$ cat src/rtl/ag32gbd_bram_arb_if.sv
// ag32gbd_bram_arb_if: requester, register-block and BRAM signals of the camera BRAM arbiter
interface ag32gbd_bram_arb_if #(
  parameter int ADDR_W = 10,
  parameter int DATA_W = 8
);
  logic              Rd_Req;
  logic [ADDR_W-1:0] Rd_Addr;
  logic              Rd_Valid;
  logic [DATA_W-1:0] Rd_Data;
  logic              Cap_Wr_Valid;
  logic [ADDR_W-1:0] Cap_Wr_Addr;
  logic [DATA_W-1:0] Cap_Wr_Data;
  logic              Cap_Wr_Ready;
  logic              Cap_Busy;
  logic              Reg_Req_Write;
  logic [ADDR_W-1:0] Reg_Addr;
  logic [DATA_W-1:0] Reg_Data;
  logic              Reg_WriteDone;
  logic              Bram_En;
  logic              Bram_We;
  logic [ADDR_W-1:0] Bram_Addr;
  logic [DATA_W-1:0] Bram_Wdata;
  logic [DATA_W-1:0] Bram_Rdata;
  modport slave (
    input  Rd_Req, Rd_Addr, Cap_Wr_Valid, Cap_Wr_Addr, Cap_Wr_Data, Cap_Busy,
           Reg_Req_Write, Reg_Addr, Reg_Data, Bram_Rdata,
    output Rd_Valid, Rd_Data, Cap_Wr_Ready, Reg_WriteDone,
           Bram_En, Bram_We, Bram_Addr, Bram_Wdata
  );
  modport master (
    output Rd_Req, Rd_Addr, Cap_Wr_Valid, Cap_Wr_Addr, Cap_Wr_Data, Cap_Busy,
           Reg_Req_Write, Reg_Addr, Reg_Data, Bram_Rdata,
    input  Rd_Valid, Rd_Data, Cap_Wr_Ready, Reg_WriteDone,
           Bram_En, Bram_We, Bram_Addr, Bram_Wdata
  );
endinterface

$ cat src/rtl/ag32gbd_bram_arb.sv
// ag32gbd_bram_arb: single-port camera BRAM arbiter for read-back, capture writer and register writer
module ag32gbd_bram_arb #(
  parameter int                ADDR_W       = 10,
  parameter int                DATA_W       = 8,
  parameter logic [ADDR_W-1:0] DITHER_BASE  = 10'h200,
  parameter int                STARVE_LIMIT = 8
) (
  input logic               sys_clock,
  input logic               sys_reset,
  ag32gbd_bram_arb_if.slave bus
);
  localparam logic [1:0] S_IDLE = 2'd0, S_REQ = 2'd1, S_ISSUED = 2'd2, S_DONE = 2'd3;
  localparam logic [3:0] LIMIT = 4'(STARVE_LIMIT);
  logic [1:0]        state_q, state_d;
  logic [3:0]        starve_q, starve_d;
  logic [ADDR_W-1:0] reg_addr_q, reg_addr_d, bram_addr_q, bram_addr_d;
  logic [DATA_W-1:0] reg_data_q, reg_data_d, bram_wdata_q, bram_wdata_d, rd_data_q, rd_data_d;
  logic              bram_en_q, bram_en_d, bram_we_q, bram_we_d;
  logic              rd1_q, rd1_d, rd2_q, rd2_d, rd_valid_q, rd_valid_d;
  logic              eligible, urgent, cap_ready, cap_gnt, reg_gnt, latch;
  // A dither-region write waits out the whole capture so the matrix stays stable per frame
  always_comb begin
    eligible     = state_q == S_REQ && !(reg_addr_q >= DITHER_BASE && bus.Cap_Busy);
    urgent       = eligible && starve_q >= LIMIT;
    cap_ready    = !sys_reset && !bus.Rd_Req && !urgent;
    cap_gnt      = cap_ready && bus.Cap_Wr_Valid;
    reg_gnt      = !bus.Rd_Req && (urgent || (eligible && !bus.Cap_Wr_Valid));
    latch        = state_q == S_IDLE && bus.Reg_Req_Write;
    state_d      = state_q == S_IDLE   ? (bus.Reg_Req_Write ? S_REQ : S_IDLE)
                 : state_q == S_REQ    ? (reg_gnt ? S_ISSUED : S_REQ)
                 : state_q == S_ISSUED ? S_DONE : S_IDLE;
    reg_addr_d   = latch ? bus.Reg_Addr : reg_addr_q;
    reg_data_d   = latch ? bus.Reg_Data : reg_data_q;
    starve_d     = (eligible && !reg_gnt) ? (starve_q == 4'hF ? starve_q : starve_q + 4'd1) : 4'd0;
    bram_en_d    = bus.Rd_Req || cap_gnt || reg_gnt;
    bram_we_d    = cap_gnt || reg_gnt;
    bram_addr_d  = bus.Rd_Req ? bus.Rd_Addr : reg_gnt ? reg_addr_q : cap_gnt ? bus.Cap_Wr_Addr : bram_addr_q;
    bram_wdata_d = reg_gnt ? reg_data_q : cap_gnt ? bus.Cap_Wr_Data : bram_wdata_q;
    rd1_d        = bus.Rd_Req;
    rd2_d        = rd1_q;
    rd_valid_d   = rd2_q;
    rd_data_d    = rd2_q ? bus.Bram_Rdata : rd_data_q;
  end
  always_ff @(posedge sys_clock) begin
    if (sys_reset) begin
      state_q      <= S_IDLE;
      starve_q     <= '0;
      reg_addr_q   <= '0;
      reg_data_q   <= '0;
      bram_en_q    <= 1'b0;
      bram_we_q    <= 1'b0;
      bram_addr_q  <= '0;
      bram_wdata_q <= '0;
      rd1_q        <= 1'b0;
      rd2_q        <= 1'b0;
      rd_valid_q   <= 1'b0;
      rd_data_q    <= '0;
    end else begin
      state_q      <= state_d;
      starve_q     <= starve_d;
      reg_addr_q   <= reg_addr_d;
      reg_data_q   <= reg_data_d;
      bram_en_q    <= bram_en_d;
      bram_we_q    <= bram_we_d;
      bram_addr_q  <= bram_addr_d;
      bram_wdata_q <= bram_wdata_d;
      rd1_q        <= rd1_d;
      rd2_q        <= rd2_d;
      rd_valid_q   <= rd_valid_d;
      rd_data_q    <= rd_data_d;
    end
  end
  assign bus.Rd_Valid      = rd_valid_q;
  assign bus.Rd_Data       = rd_data_q;
  assign bus.Cap_Wr_Ready  = cap_ready;
  assign bus.Reg_WriteDone = state_q == S_DONE;
  assign bus.Bram_En       = bram_en_q;
  assign bus.Bram_We       = bram_we_q;
  assign bus.Bram_Addr     = bram_addr_q;
  assign bus.Bram_Wdata    = bram_wdata_q;
endmodule
$ cat src/flat_wrapper.sv
// flat-port wrapper written by rule: the top's interface ports become plain ports
module ag32gbd_bram_arb_flat 
#(
  parameter int                ADDR_W       = 10,
  parameter int                DATA_W       = 8,
  parameter logic [ADDR_W-1:0] DITHER_BASE  = 10'h200,
  parameter int                STARVE_LIMIT = 8
)
  (sys_clock, sys_reset, bus_Rd_Req, bus_Rd_Addr, bus_Cap_Wr_Valid, bus_Cap_Wr_Addr, bus_Cap_Wr_Data, bus_Cap_Busy, bus_Reg_Req_Write, bus_Reg_Addr, bus_Reg_Data, bus_Bram_Rdata, bus_Rd_Valid, bus_Rd_Data, bus_Cap_Wr_Ready, bus_Reg_WriteDone, bus_Bram_En, bus_Bram_We, bus_Bram_Addr, bus_Bram_Wdata);
  ag32gbd_bram_arb_if #(.ADDR_W(ADDR_W), .DATA_W(DATA_W)) bus_i ();
  input logic sys_clock;
  input logic sys_reset;
  input wire logic [$bits(bus_i.Rd_Req)-1:0] bus_Rd_Req;
  input wire logic [$bits(bus_i.Rd_Addr)-1:0] bus_Rd_Addr;
  input wire logic [$bits(bus_i.Cap_Wr_Valid)-1:0] bus_Cap_Wr_Valid;
  input wire logic [$bits(bus_i.Cap_Wr_Addr)-1:0] bus_Cap_Wr_Addr;
  input wire logic [$bits(bus_i.Cap_Wr_Data)-1:0] bus_Cap_Wr_Data;
  input wire logic [$bits(bus_i.Cap_Busy)-1:0] bus_Cap_Busy;
  input wire logic [$bits(bus_i.Reg_Req_Write)-1:0] bus_Reg_Req_Write;
  input wire logic [$bits(bus_i.Reg_Addr)-1:0] bus_Reg_Addr;
  input wire logic [$bits(bus_i.Reg_Data)-1:0] bus_Reg_Data;
  input wire logic [$bits(bus_i.Bram_Rdata)-1:0] bus_Bram_Rdata;
  output wire logic [$bits(bus_i.Rd_Valid)-1:0] bus_Rd_Valid;
  output wire logic [$bits(bus_i.Rd_Data)-1:0] bus_Rd_Data;
  output wire logic [$bits(bus_i.Cap_Wr_Ready)-1:0] bus_Cap_Wr_Ready;
  output wire logic [$bits(bus_i.Reg_WriteDone)-1:0] bus_Reg_WriteDone;
  output wire logic [$bits(bus_i.Bram_En)-1:0] bus_Bram_En;
  output wire logic [$bits(bus_i.Bram_We)-1:0] bus_Bram_We;
  output wire logic [$bits(bus_i.Bram_Addr)-1:0] bus_Bram_Addr;
  output wire logic [$bits(bus_i.Bram_Wdata)-1:0] bus_Bram_Wdata;
  assign bus_i.Rd_Req = bus_Rd_Req;
  assign bus_i.Rd_Addr = bus_Rd_Addr;
  assign bus_i.Cap_Wr_Valid = bus_Cap_Wr_Valid;
  assign bus_i.Cap_Wr_Addr = bus_Cap_Wr_Addr;
  assign bus_i.Cap_Wr_Data = bus_Cap_Wr_Data;
  assign bus_i.Cap_Busy = bus_Cap_Busy;
  assign bus_i.Reg_Req_Write = bus_Reg_Req_Write;
  assign bus_i.Reg_Addr = bus_Reg_Addr;
  assign bus_i.Reg_Data = bus_Reg_Data;
  assign bus_i.Bram_Rdata = bus_Bram_Rdata;
  assign bus_Rd_Valid = bus_i.Rd_Valid;
  assign bus_Rd_Data = bus_i.Rd_Data;
  assign bus_Cap_Wr_Ready = bus_i.Cap_Wr_Ready;
  assign bus_Reg_WriteDone = bus_i.Reg_WriteDone;
  assign bus_Bram_En = bus_i.Bram_En;
  assign bus_Bram_We = bus_i.Bram_We;
  assign bus_Bram_Addr = bus_i.Bram_Addr;
  assign bus_Bram_Wdata = bus_i.Bram_Wdata;
  ag32gbd_bram_arb #(.ADDR_W(ADDR_W), .DATA_W(DATA_W), .DITHER_BASE(DITHER_BASE), .STARVE_LIMIT(STARVE_LIMIT)) u_core (.sys_clock(sys_clock), .sys_reset(sys_reset), .bus(bus_i));
endmodule
$ cat config.mk
export PLATFORM = sky130hd
export DESIGN_NAME = ag32gbd_bram_arb_flat
export DESIGN_NICKNAME = d
export VERILOG_FILES = /design/src/rtl/ag32gbd_bram_arb_if.sv /design/src/rtl/ag32gbd_bram_arb.sv /design/src/flat_wrapper.sv
export SDC_FILE = /design/constraint.sdc
export NUM_CORES = 1
export LEC_CHECK = 0
export ABC_AREA = 1
export CORE_MARGIN = 1.5
export CORE_UTILIZATION = 35
export DETAILED_ROUTE_END_ITERATION = 8
export HOLD_SLACK_MARGIN = 0.1
export PLACE_DENSITY_LB_ADDON = 0.15
export SLEW_MARGIN = 20
export SYNTH_ARGS = -nofsm -noshare
export SYNTH_HDL_FRONTEND = slang
export SYNTH_SLANG_ARGS = --single-unit
export TNS_END_PERCENT = 10
$ cat constraint.sdc
create_clock -name sys_clock -period 1.98 [get_ports sys_clock]
set_clock_uncertainty 0.2 [all_clocks]
set_input_delay 0.396 -clock sys_clock [delete_from_list [all_inputs] [get_ports sys_clock]]
set_output_delay 0.396 -clock sys_clock [all_outputs]
set_load 0.005 [all_outputs]
==> results.cfg, run 1 <==
[min_path]
hold_path.class = flip-flop to flip-flop

[cells_and_area]
nets = 512
antenna_cells = 0
layout_common_cells = 97 x nor2_1, 89 x clkdlybuf4s50_1, 60 x nand2_1
postLayoutCellArea_um2 = 3680
area_growth_syn_to_layout_pct = 47.0
drive_above_1_share_pct = 12.2
layout_commonest_cell = nor2_1

[setup_path]
cp_slowest_stage_delay_ns = 0.49
end_kind = output pin
crit_family = buffers and inverters
critPathSlowestCell = clkdlybuf4s50_1
required_ns = 1.38
path_cells = nand2_1 -> inv_1 -> clkdlybuf4s50_1
path_class = flip-flop to output pin
crit_buf_inv = 2
path_max_fanout = 4
cp-start-kind = flip-flop
critPathArrivalTime_ns = 1.32

[die]
start_util_pct = 36.4
dieWidth_um = 87.6
rows = 30
coreArea_um2 = 6870
ios = 91
fp.dieH_um = 87.6
die_area_um2 = 7670

[global_routing]
grt_max_degree = 22
track_usage_pct = 17.5
antenna_found_initial = 0
grt_overflow_total = 0
grt_pass1_wl_um = 10600
grt_pass1_vias = 2346

[routing]
drtAntennaViolNets = 0
viasPerCell = 4.56
routedWlPerCell_um = 11.9
remaining_drc_errors = 0
routed_wl_um = 6500
drt-initial-drc-count = 87
drtPass1Iterations = 4
vias = 2494

[logic_synthesis]
synth_nets = 411
synth_seq_cells = 55
netlist_instances = 349
ys_async_sr_fraction_pct = 0
synth_warnings = 0
synth-edff-count = 0
syn_avg_cell_area_um2 = 7.17
synth_ff_type = dfxtp_1
netlist_area_um2 = 2500
ys_seq_area_share_pct = 44.0
synth.distinct_cells = 24

[power_and_ir_drop]
p_per_area_nw_per_um2 = 659
power_uw = 2430
leakage_uw = 0.00158
ir_drop_mv = 0.395

[timing]
post-route-period-util_pct = 96.9
slew_violations = 0
setup-violations-final = 0
tightest_slew_ns = 0.291
timing.hold.ws_ns = 0.219
rsz0062_at_grt = no
max_freq_mhz = 521
hold_viol = 0
relSlewSlack_pct = 80.6
worst_slack_ns = 0.0622
period_needed_ns = 1.92

[cts]
cts_buffer_depth = 2
clockRootBuffer = clkbuf_8
cts_max_level = 2
cts_setup_buffers = 0
cts_made_buffers = 5
path_clk_slew_ns = 0.10
cts_tree = yes
hold_buffers = 0
cts_sinks = 55
clock_latency_ns = 0.30

[placement]
place.detailed.hpwl_um = 5050
place_ws_ns = -0.260
io_buffers = 90
gp_congestion = 0.820
postPlaceCellArea_um2 = 3590

[outcome]
outcome = completed

[job]
drv_cap = 0
[final cells by class]
type                            count  area, um^2
Clock buffer                        5        68.8
Timing Repair Buffer              114        1090
Clock inverter                      3        18.8
Multi-Input combinational cell    258        1220
Inverter                           16        62.6
Sequential cell                    55        1100
Tap cell                           96         120
Fill cell                         691        3190
[logic make-up (layout without fill, tap and decap cells)]
| family | count (synthesis) | count (layout) | share of synthesized area (%) |
|---|---|---|---|
| buf+inv | 36 | 138 | 7.40 |
| simple gates | 224 | 224 | 41.2 |
| compound gates | 32 | 32 | 6.45 |
| flops | 55 | 55 | 44.0 |
| fa+ha+maj | 2 | 2 | 0.999 |
[worst paths after layout]
check | from | end | slack [ns] | cells past startpoint
setup reg to reg | u_core.reg_addr_q[9] | u_core.starve_q[0] | 0.36 | 8
setup / recovery | u_core.state_q[1] | bus_Reg_WriteDone | 0.06 | 3
hold / removal | u_core.rd1_q | u_core.rd2_q | 0.22 | 2
hold reg to reg | u_core.rd1_q | u_core.rd2_q | 0.22 | 2
[metrics by stage]
step	TNS [ns]	util [%]	cells
4_1_cts	0	53.6	547
3_5_place_dp	-2.30	52.3	539
5_1_grt	0	53.6	547
3_3_place_gp	-1.60	52.3	539
6_report	0	53.6	547
2_1_floorplan	0	-	349
[synthesized netlist by cell type, types with 4 or more instances]
cell      count  share of area [%]
nand4_1      12                3.0
clkbuf_1      6               0.90
inv_1         6               0.90
nand2_1      60                9.0
nor2_1       97                 15
buf_2         8                1.6
a21oi_1       4               0.80
nand3b_1     17                5.1
dfxtp_1      55                 44
buf_6         4                1.8
inv_2         7                1.0
o21ai_0      27                5.4
nand2_2       4                1.0
nand3_1      26                5.2
[worst min-delay path, stage by stage (launching register included)]
cell and delay, ns:
dfxtp_1 0.31, inv_1 0.04, nor2_1 0.03
[state kept, by name, indices dropped and copies added (netlist names)]
signal	cells
u_core.rd2_q	1
u_core.bus.Rd_Valid	1
u_core.bus.Bram_Addr	10
u_core.reg_addr_q	10
u_core.reg_data_q	8
u_core.bus.Bram_We	1
u_core.bus.Rd_Data	8
u_core.bus.Bram_En	1
u_core.rd1_q	1
u_core.state_q	2
u_core.bus.Bram_Wdata	8
u_core.starve_q	4
[what timing repair did]
item | in CTS | in global routing
cloned | 0 | 0
endpoints found under the setup margin | 2 | 1
gates resized for setup | 2 | 3
pin swaps | 0 | 0
[where the power goes]
part / switching (uW) / internal [uW]
clock network: 371 / 250
registers: 48.4 / 1200
logic: 242 / 319
total: 662 / 1760
[metal layers]
| metal | vias to the layer above | wire, um | part of all wire (%) | global-route usage [%] |
|---|---|---|---|---|
| li1 | 1329 | - | - | - |
| met1 | 1104 | 3120 | 48 | 23.0 |
| met2 | 55 | 2960 | 46 | 27.3 |
| met3 | 6 | 351 | 5.4 | 5.37 |
| met4 | 0 | 63 | 0.97 | 5.63 |
| met5 | - | 0 | 0 | 0 |
Power figures use the tool's default switching activity.
==> inputs of run 2 (changes only) <==
--- a/config.mk
+++ b/config.mk
@@ -6,6 +6,7 @@
 export NUM_CORES = 1
 export LEC_CHECK = 0
 export ABC_AREA = 1
+export CORE_ASPECT_RATIO = 0.7
 export CORE_MARGIN = 1.5
 export CORE_UTILIZATION = 35
 export DETAILED_ROUTE_END_ITERATION = 8
==> run 2 against run 1 <==
Power is 2.0% higher. Core utilization is 0.18 points higher. Critical endpoint unchanged. Register-to-register slack better by 0.04 ns. Clock-buffer cell count stayed put. Sequential power hardly changed. Hold slack better by 0.0052 ns.
==> results.cfg, run 2 (same netlist as run 1, synthesis figures left out) <==
[die]
start_util_pct = 36.5
coreArea_um2 = 6850
die_area_um2 = 7680
rows = 25
ios = 91
fp.dieH_um = 73.8
dieWidth_um = 104

[timing]
worst_slack_ns = 0.0896
timing.hold.ws_ns = 0.224
rsz0062_at_grt = no
tightest_slew_ns = 0.329
max_freq_mhz = 529
slew_violations = 0
relSlewSlack_pct = 78.0
finalSetupTns_ns = 0
period_needed_ns = 1.89
hold_viol = 0
post-route-period-util_pct = 95.5
setup-violations-final = 0

[routing]
drtAntennaViolNets = 0
drtPass1Iterations = 5
routed_wl_um = 6690
viasPerCell = 4.57
drt-initial-drc-count = 77
routedWlPerCell_um = 12.3
vias = 2484
remaining_drc_errors = 0

[cts]
cts_setup_buffers = 0
clock_latency_ns = 0.31
cts_buffer_depth = 2
cts_sinks = 55
clockRootBuffer = clkbuf_8
path_clk_slew_ns = 0.11
cts_tree = yes
cts_max_level = 2
cts_made_buffers = 5
hold_buffers = 0

[global_routing]
track_usage_pct = 17.5
antenna_found_initial = 0
grt_overflow_total = 0
grt_pass1_wl_um = 10700
grt_pass1_vias = 2218
grt_max_degree = 28

[cells_and_area]
final_util_pct = 53.8
antenna_cells = 0
nets = 511
layout_commonest_cell = nor2_1
drive_above_1_share_pct = 11.8
layout_common_cells = 97 x nor2_1, 86 x clkdlybuf4s50_1, 60 x nand2_1
area_growth_syn_to_layout_pct = 47.1
nFillCells = 686

[setup_path]
critPathArrivalTime_ns = 1.29
path_class = flip-flop to output pin
worstRegToRegCells = 10
required_ns = 1.38
cp-start-kind = flip-flop
end_kind = output pin
path_max_fanout = 4

[placement]
place.detailed.hpwl_um = 5070
io_buffers = 90
gp_congestion = 0.850
place_ws_ns = -0.290

[power_and_ir_drop]
p_per_area_nw_per_um2 = 672
ir_drop_mv = 0.330
leakage_uw = 0.00159

[min_path]
hold_path.class = flip-flop to flip-flop
whs_path_depth = 2

[outcome]
outcome = completed

[job]
drv_cap = 0
-- run 2: per-layer routing --
layer / GRT usage (%) / vias up / part of all wire (%)
met1: 24.6 / 1091 / 52
li1: - / 1325 / -
met4: 3.24 / 0 / 0.43
met3: 4.70 / 2 / 6.1
met5: 0 / - / 0
met2: 27.2 / 66 / 41
-- run 2: repair_timing --
action / CTS / global route
resized for setup: 3 / 3
pin swaps: 2 / 1
gates cloned: 0 / 0
endpoints found under the setup margin: 1 / 2
-- run 2: stage by stage --
step	instance area, um^2	power [uW]	cells
after global placement	3580	1840	536
after global routing	3680	2610	544
after CTS	3680	2510	544
after detailed placement	3580	1840	536
final	3680	2470	544
after floorplan	2500	1540	349
-- run 2: area by class of cell --
cell class	instances	area (um^2)	area share, %
timing repair buffer	113	1080	29.5
clock buffer	5	68.8	1.87
clock inverter	3	27.5	0.748
sequential	55	1100	30.0
tap	94	118	3.19
multi-input combinational	258	1220	33.1
inverter	16	62.6	1.70
-- run 2: report_power, final --
group / internal (uW) / switching [uW] / total, uW
clock network: 263 / 397 / 661
registers: 1200 / 50.0 / 1250
logic: 320 / 247 / 567
total: 1780 / 694 / 2470
-- run 2: final timing paths --
check	startpoint	to	slack [ns]
max	u_core.state_q[1]	bus_Reg_WriteDone	0.09
min	u_core.rd1_q	u_core.rd2_q	0.22
max reg2reg	u_core.reg_addr_q[9]	u_core.bus.Bram_Wdata[6]	0.40
min reg2reg	u_core.rd1_q	u_core.rd2_q	0.22
-- run 2: critical path, cell delays in order, from the launching register on --
cell             delay, ns
dfxtp_2               0.39
nand2_1               0.06
inv_1                 0.05
clkdlybuf4s50_1       0.49
==> inputs of run 3 (changes only) <==
--- a/config.mk
+++ b/config.mk
@@ -6,6 +6,7 @@
 export NUM_CORES = 1
 export LEC_CHECK = 0
 export ABC_AREA = 1
+export CAP_MARGIN = 15
 export CORE_ASPECT_RATIO = 0.7
 export CORE_MARGIN = 1.5
 export CORE_UTILIZATION = 35
==> results of run 3 <==
Final layout, timing and power as in run 2 (identical DEF).
